==> config.mk <==
export PLATFORM = sky130hd
export DESIGN_NAME = booth_mult_scheduler
export DESIGN_NICKNAME = d
export VERILOG_FILES = /design/src/rtl/booth_sched_pkg.sv /design/src/rtl/booth_step.sv /design/src/rtl/booth_mult_scheduler.sv
export SDC_FILE = /design/constraint.sdc
export NUM_CORES = 1
export LEC_CHECK = 0
export ABC_CLOCK_PERIOD_IN_PS = 4400
export BUFFER_PORTS_ARGS = -buffer_cell sky130_fd_sc_hd__buf_2
export CAP_MARGIN = 10
export CORE_MARGIN = 4
export CORE_UTILIZATION = 55
export CTS_CLUSTER_DIAMETER = 50
export DETAILED_ROUTE_END_ITERATION = 8
export GPL_TIMING_DRIVEN = 0
export MAX_ROUTING_LAYER = met4
export PLACE_DENSITY = 0.86
export SYNTH_ARGS = -nofsm -noshare
export SYNTH_HDL_FRONTEND = slang
export SYNTH_HIERARCHICAL = 1
export SYNTH_SLANG_ARGS = --single-unit
export TNS_END_PERCENT = 100
==> constraint.sdc <==
create_clock -name clk -period 4.4 [get_ports clk]
set_input_delay 0.66 -clock clk [delete_from_list [all_inputs] [get_ports clk]]
set_output_delay 0.66 -clock clk [all_outputs]
set_load 0.02 [all_outputs]
==> src/rtl/booth_sched_pkg.sv <==
// Shared types and defaults for the round-robin Booth multiplier scheduler.
// Holds FSM states, Booth op encoding and the op-select helper.
package booth_sched_pkg;

    localparam int DEF_W    = 8;
    localparam int DEF_NREQ = 4;

    typedef enum logic [1:0] {
        IDLE = 2'd0,
        RUN  = 2'd1,
        DONE = 2'd2
    } state_t;

    typedef enum logic [1:0] {
        NOP = 2'd0,
        ADD = 2'd1,
        SUB = 2'd2
    } booth_op_t;

    function automatic booth_op_t booth_op(
        input logic q0,
        input logic q_1
    );
        booth_op_t op;
        unique case ({q0, q_1})
            2'b10:   op = SUB;
            2'b01:   op = ADD;
            default: op = NOP;
        endcase
        return op;
    endfunction

endpackage

==> src/rtl/booth_step.sv <==
// One radix-2 Booth iteration: add/sub of the multiplicand, then an
// arithmetic right shift of {A,Q,q_1}.
module booth_step
    import booth_sched_pkg::*;
#(
    parameter int W = DEF_W
) (
    input  logic [W:0]   a,
    input  logic [W-1:0] q,
    input  logic         q_1,
    input  logic [W-1:0] m,
    output logic [W:0]   a_next,
    output logic [W-1:0] q_next,
    output logic         q_1_next
);

    logic [W:0] m_ext;
    logic [W:0] sum;

    // A is one bit wider so that -2^(W-1) as M cannot overflow
    assign m_ext = {m[W-1], m};

    always_comb begin
        sum = a;
        unique case (booth_op(q[0], q_1))
            ADD:     sum = a + m_ext;
            SUB:     sum = a - m_ext;
            default: sum = a;
        endcase
    end

    assign a_next   = {sum[W], sum[W:1]};
    assign q_next   = {sum[0], q[W-1:1]};
    assign q_1_next = q[0];

endmodule

==> src/rtl/booth_mult_scheduler.sv <==
// Round-robin front end sharing one iterative Booth multiplier among
// NREQ requesters; product is held with its requester id until taken.
module booth_mult_scheduler
    import booth_sched_pkg::*;
#(
    parameter int NREQ = DEF_NREQ,
    parameter int W    = DEF_W,
    parameter int IDW  = $clog2(NREQ)
) (
    input  logic              clk,
    input  logic              rst_n,
    input  logic [NREQ-1:0]   req_valid,
    input  logic [NREQ*W-1:0] req_a,
    input  logic [NREQ*W-1:0] req_b,
    output logic [NREQ-1:0]   req_ready,
    output logic              rsp_valid,
    input  logic              rsp_ready,
    output logic [2*W-1:0]    rsp_prod,
    output logic [IDW-1:0]    rsp_id,
    output logic              busy
);

    localparam int CW = $clog2(W + 1);

    state_t         state;
    state_t         state_next;
    logic [IDW-1:0] ptr;
    logic [IDW-1:0] id;
    logic [IDW-1:0] pick;
    logic           pick_ok;
    logic [W-1:0]   pick_a;
    logic [W-1:0]   pick_b;
    logic [W:0]     acc;
    logic [W-1:0]   mcand;
    logic [W-1:0]   mplier;
    logic           q_1;
    logic [CW-1:0]  cnt;
    logic [W:0]     acc_next;
    logic [W-1:0]   mplier_next;
    logic           q_1_next;
    logic           accept;

    // Scan downward so the closest requester after ptr wins
    always_comb begin : rr_pick
        logic [IDW-1:0] idx;
        pick    = ptr;
        pick_ok = 1'b0;
        idx     = '0;
        for (int k = NREQ; k >= 1; k--) begin
            idx = IDW'((int'(ptr) + k) % NREQ);
            if (req_valid[idx]) begin
                pick    = idx;
                pick_ok = 1'b1;
            end
        end
    end

    always_comb begin
        pick_a = '0;
        pick_b = '0;
        for (int i = 0; i < NREQ; i++) begin
            if (pick == IDW'(i)) begin
                pick_a = req_a[i*W +: W];
                pick_b = req_b[i*W +: W];
            end
        end
    end

    always_comb begin
        req_ready = '0;
        if (rst_n && state == IDLE && pick_ok)
            req_ready[pick] = 1'b1;
    end

    assign accept = |(req_valid & req_ready);

    booth_step #(.W(W)) u_step (
        .a        (acc),
        .q        (mplier),
        .q_1      (q_1),
        .m        (mcand),
        .a_next   (acc_next),
        .q_next   (mplier_next),
        .q_1_next (q_1_next)
    );

    always_comb begin
        state_next = state;
        unique case (state)
            IDLE:    if (accept) state_next = RUN;
            RUN:     if (cnt == CW'(1)) state_next = DONE;
            DONE:    if (rsp_ready) state_next = IDLE;
            default: state_next = IDLE;
        endcase
    end

    always_ff @(posedge clk or negedge rst_n) begin
        if (!rst_n) state <= IDLE;
        else        state <= state_next;
    end

    always_ff @(posedge clk or negedge rst_n) begin
        if (!rst_n) begin
            ptr    <= IDW'(NREQ - 1);
            id     <= '0;
            acc    <= '0;
            mcand  <= '0;
            mplier <= '0;
            q_1    <= 1'b0;
            cnt    <= '0;
        end else begin
            unique case (state)
                IDLE: if (accept) begin
                    mcand  <= pick_a;
                    mplier <= pick_b;
                    acc    <= '0;
                    q_1    <= 1'b0;
                    cnt    <= CW'(W);
                    id     <= pick;
                    ptr    <= pick;
                end
                RUN: begin
                    acc    <= acc_next;
                    mplier <= mplier_next;
                    q_1    <= q_1_next;
                    cnt    <= cnt - CW'(1);
                end
                default: ;
            endcase
        end
    end

    assign rsp_valid = (state == DONE);
    assign rsp_prod  = rsp_valid ? {acc[W-1:0], mplier} : '0;
    assign rsp_id    = id;
    assign busy      = (state != IDLE);

endmodule

Word level (Yosys, flattened, before mapping)
Cells that the tools add are included.
{"block": "word_totals", "ff_bits": 36, "latchBits": 0, "mem_bits_rw": 0, "mem_bits_ro": 0, "inputBits": 71, "word_cells": 88, "n_memories": 0}
{"block": "classes", "add_sub_neg": 7, "n_mul": 0, "div_mod_pow": 0, "magnitude_cmp": 6, "n_eq_ne": 13, "shift": 0, "mux": 42, "n_bitwise": 1, "reduce_logical": 11}
{"operator": "$mux W8", "count": 9}
{"operator": "$pmux W9 S2", "count": 2}
{"operator": "$mux W16", "count": 1}
{"operator": "$pmux W8 S2", "count": 1}
{"operator": "$lt A2 B3 Y1 const B", "count": 5}
{"operator": "$mux W2", "count": 7}
{"operator": "$eq A2 B2 Y1 const B", "count": 5}
{"operator": "$mux W1", "count": 10}
{"operator": "$add A9 B9 Y9", "count": 1}
{"operator": "$mux W9", "count": 1}
{"operator": "$sub A9 B9 Y9", "count": 1}
{"operator": "$bmux W1 S2", "count": 4}
{"operator": "$eq A2 B1 Y1 const B", "count": 4}
{"operator": "$mux W4", "count": 2}
{"operator": "$pmux W4 S2", "count": 1}
{"operator": "$pmux W2 S3", "count": 1}
{"operator": "$add A2 B1 Y2 const B", "count": 2}
{"operator": "$add A2 B2 Y2 const B", "count": 2}
{"operator": "$and A4 B4 Y4", "count": 1}
{"operator": "$eq A4 B1 Y1 const B", "count": 1}
{"operator": "$logic_not A2 Y1", "count": 2}
{"operator": "$ne A2 B2 Y1 const B", "count": 2}
{"operator": "$pmux W2 S2", "count": 1}
{"operator": "$reduce_and A2 Y1", "count": 2}
{"operator": "9 further kinds", "count": 12}

Longest topological paths before layout
{"block": "logic_depth", "word_depth": 16, "mapped_depth": 14, "mapped_depth_nobuf": 13}

Hierarchy
Netlist, hierarchy kept.
{"module": "booth_mult_scheduler", "n_inst": 1, "cells_per_inst": 249, "area_each_um2": 2205.9}
{"module": "booth_step", "n_inst": 1, "cells_per_inst": 103, "area_each_um2": 743.2}

Worst setup path after synthesis
Ideal clock, no wire load.
{"block": "synth_path", "path_kind": "register to register", "startpoint": "register mcand[0]", "endpoint": "register acc[8]", "arrival_time_ps": 2515, "required_time_ps": 4317, "path_slack_ps": 1802, "path_stages_with_launch": 15, "n_path_buf": 1, "path_cell_list": "dfrtp_1 inv_1 ha_1 nor3b_1 nor2_1 xnor2_1 ha_1 nand3_1 o2111a_1 o21a_1 nor3_2 xor2_1 buf_4 nand2_1 o21ai_0"}
{"block": "synth_via", "elab_chain_cells": 3}
{"item": "from (decl)", "line": "booth_mult_scheduler.sv:34", "rtl": "logic [W-1:0] mcand;"}
{"item": "from (signal assigned)", "line": "booth_mult_scheduler.sv:114", "rtl": "mcand <= pick_a;"}
{"item": "$sub A9 B9 Y9 or $add A9 B9 Y9 (tied branches)", "line": "booth_step.sv:27, booth_step.sv:26"}
{"item": "$pmux W9 S2 (*)", "line": "booth_step.sv:25", "rtl": "unique case (booth_op(q[0], q_1))"}
{"item": "via acc_next[7]", "line": "booth_mult_scheduler.sv:38", "rtl": "logic [W:0] acc_next;"}
{"item": "$pmux W9 S2 (*)", "line": "booth_mult_scheduler.sv:112", "rtl": "unique case (state)"}
{"item": "to (signal assigned)", "line": "booth_mult_scheduler.sv:123", "rtl": "acc <= acc_next;"}
{"item": "to (decl)", "line": "booth_mult_scheduler.sv:33", "rtl": "logic [W:0] acc;"}
Mark *: on every way through the listed nets, which the timed path passes. The rest lies on a longest branch.
A chain may end at the register's enable or synchronous reset.

Final worst setup path
{"block": "layout_path", "startpoint": "input port rst_n", "endpoint": "output port req_ready[1]"}
{"block": "layout_via", "elab_chain_cells": 3}
{"item": "from (decl)", "line": "booth_mult_scheduler.sv:11", "rtl": "input logic rst_n,"}
{"item": "$logic_and A1 B1 Y1 (2 in series)", "line": "booth_mult_scheduler.sv:71", "rtl": "if (rst_n && state == IDLE && pick_ok)"}
{"item": "$mux W4", "line": "booth_mult_scheduler.sv:71"}
{"item": "to (decl)", "line": "booth_mult_scheduler.sv:15", "rtl": "output logic [NREQ-1:0] req_ready,"}
Every way passes these cells.

==> results.json <==
{
  "yosys-top-cells-area": "dfrtp_1 (29%), ha_1 (5.1%), nand2_1 (4.5%)",
  "hold_class": "primary input to async pin",
  "drt-total-wl_um": 8020,
  "cts_tree": "built",
  "clk_latency_ps": 290,
  "startpoint_type": "primary input",
  "cts_resized": 0,
  "clockRootBuffer": "clkbuf_8",
  "worstPathCellList": "buf_2 -> and3_1 -> buf_6 -> clkbuf_1 -> nand2_1 -> nor2_1 -> buf_2",
  "cpMaxStageDelayCell": "buf_2",
  "fin_skew_ps": 2.74,
  "maxCapViolCount": 0,
  "vias_per_cell": 5.86,
  "die_w_um": 81.2,
  "syn2layout_area_growth_pct": 22.1,
  "netlist_area_um2": 2950,
  "synthFlopType": "dfrtp_1",
  "regArea_um2": 903,
  "status": "complete, no violations",
  "vias": 3071,
  "fp.dieH_um": 81.2,
  "fmax_mhz": 309,
  "synth_seq_cells": 36,
  "synth_top_area_cell": "dfrtp_1",
  "dp_hpwl_um": 6300,
  "cp-end-kind": "output port",
  "setup_violations": 0,
  "wl_per_cell_um": 15.3,
  "synth-async-reset-ratio_pct": 100,
  "grt_usage_pct": 27.2,
  "clock_path_buffers": 2,
  "ioPinCount": 95,
  "syn-instance-count": 352,
  "drt_first_pass_iters": 4,
  "cp_common_cell": "buf_2",
  "cts_made_buffers": 5,
  "grt_pass1_wl_um": 13700,
  "fillers": 450,
  "hold_viol_final": 0,
  "synth.avg_cell_area_um2": 8.38,
  "grt_pass1_vias": 2972,
  "gp_congestion": 0.900,
  "synth_fp_nets": 436,
  "start_util_pct": 57.4,
  "port-buffer-count": 94,
  "synth_cell_types": 57,
  "rsz0062_at_grt": "no",
  "cts_max_level": 2,
  "synth-edff-count": 0,
  "drv_slew": 0,
  "drt_iter0_markers": 90,
  "fin_ws_ps": 1160,
  "grt_overflow": 0,
  "core-area_um2": 5140,
  "drc": 0,
  "tightest_slew_ps": 811,
  "hold_ws_ps": 457,
  "std_cell_rows": 26,
  "nets": 537,
  "cts_sinks": 36,
  "antenna_found_initial": 0,
  "max_slew_margin_pct": 45.9,
  "cts_hold_buffers": 0,
  "p_leak_uw": 0.00166,
  "power_density_nw_per_um2": 837,
  "critPathKind": "primary input to output port",
  "synth_top_area_share_pct": 28.9,
  "period_share_pct": 73.6,
  "crit_family": "buffers and inverters",
  "tns_ps": 0,
  "antenna_left": 0,
  "vdd_ir_drop_max_v": 0.000428,
  "path_buf_inv": 4,
  "diodes": 0,
  "path_clk_slew_ps": 70,
  "ys_seq_area_share_pct": 30.6,
  "yosys_warnings": 6,
  "cp.required_ps": 3740,
  "layout_min_cycle_time_ps": 3240,
  "die_area_um2": 6600,
  "drive_above_1_share_pct": 29.5,
  "arrival_ps": 2580,
  "grt_start_max_net_pins": 40,
  "cts_setup_buffers": 0,
  "crit_fanout": 39,
  "multi_input_area_um2": 1820,
  "pre_cts_slack_ps": 1150,
  "cp_slowest_stage_delay_ps": 620
}
[cell usage in the layout (no fill, tap or decap), drive strengths merged, types with 3 or more instances in the layout]
master  Yosys  routed
o211ai      3       3
nor3       18      18
nor2       28      28
xor2        3       3
nand2      35      35
o21ai      19      19
and2       18      18
a211oi     18      18
o31ai       5       5
a22oi       4       4
o22ai       5       5
xnor2       9       9
nor2b       3       3
a31oi       6       6
a21oi      11      11
a221oi      5       5
o221ai      3       3
nor3b       5       5
ha         12      12
clkbuf     12      19
nand3      15      15
dfrtp      34      34
buf        16     110
mux2i      10      10
nand2b      6       6
inv        13      13
nor4b       9       9
or3         3       3
[area by class of cell]
class | instances | share of cell area, %
Timing Repair Buffer | 94 | 13.1
Inverter | 13 | 1.36
Clock inverter | 1 | 0.208
Sequential cell | 36 | 25.1
Multi-Input combinational cell | 275 | 50.5
Tap cell | 70 | 2.43
Clock buffer | 7 | 2.40
Buffer | 28 | 5.00
[logic make-up (layout without fill, tap and decap cells)]
| group | after synthesis | in the layout | share of synthesized area [%] |
|---|---|---|---|
| and+or+nand+nor | 147 | 147 | 26.6 |
| DFF | 36 | 36 | 30.6 |
| adders and majority gates | 13 | 13 | 5.77 |
| AOI/OAI and AO/OA | 92 | 92 | 21.9 |
| xor gates and xnor gates | 12 | 12 | 3.56 |
| buffers and inverters | 41 | 143 | 7.76 |
| muxes | 11 | 11 | 3.78 |
[registers in the layout, indices dropped and copies added (netlist names)]
register / cells
cnt: 4
acc: 9
mcand: 8
rsp_id: 2
ptr: 2
state: 2
q_1: 1
mplier: 8
[synth_stat cells, types with 4 or more instances]
| library cell | number |
|---|---|
| clkbuf_1 | 11 |
| nand3_1 | 14 |
| dfrtp_1 | 34 |
| nor2_1 | 28 |
| a22oi_1 | 4 |
| ha_1 | 12 |
| nor4b_1 | 9 |
| buf_4 | 10 |
| nor3_1 | 16 |
| o21ai_0 | 19 |
| nand2_1 | 35 |
| xnor2_1 | 9 |
| a31oi_1 | 6 |
| a211oi_1 | 17 |
| o31ai_1 | 5 |
| nand2b_1 | 5 |
| a221oi_1 | 5 |
| inv_1 | 13 |
| o22ai_1 | 5 |
| a21oi_1 | 10 |
| and2_1 | 18 |
| nor3b_1 | 4 |
| mux2i_1 | 10 |
[metrics by stage]
stage,power [µW],cell area [µm²],utilization (%),cells
floorplan,2290,2950,-,352
global placement,2650,3510,68.2,516
detailed placement,2740,3510,68.2,516
CTS,3010,3600,70.1,524
global route,3320,3600,70.1,524
finish,3010,3600,70.1,524
[routing by layer]
layer	global-route usage, %	share of wire, %	vias to the layer above
met5	-	0	-
met4	8.61	1.9	0
met3	3.22	7.0	14
met2	47.4	50	137
met1	32.8	41	1445
li1	-	-	1475
[report_power, final]
| group | total, µW | switching, µW | leakage, µW | internal [µW] |
|---|---|---|---|---|
| combinational | 2090 | 1170 | 0.00120 | 923 |
| clock | 247 | 120 | 0.0000445 | 127 |
| sequential | 676 | 166 | 0.000422 | 511 |
[path summary, 6_finish.rpt]
kind / startpoint / end / slack, ps / cells after the start
setup reg to reg: mcand[0] / acc[8] / 1410 / 14
hold reg to reg: rsp_id[1] / rsp_id[1] / 490 / 2
min in group clk: rsp_id[1] / rsp_id[1] / 490 / 2
hold / removal: rst_n / cnt[0] / 460 / 1
setup / recovery: rst_n / req_ready[1] / 1160 / 7
max in group asynchronous: rst_n / acc[0] / 3430 / 1
Power figures use the tool's default switching activity.
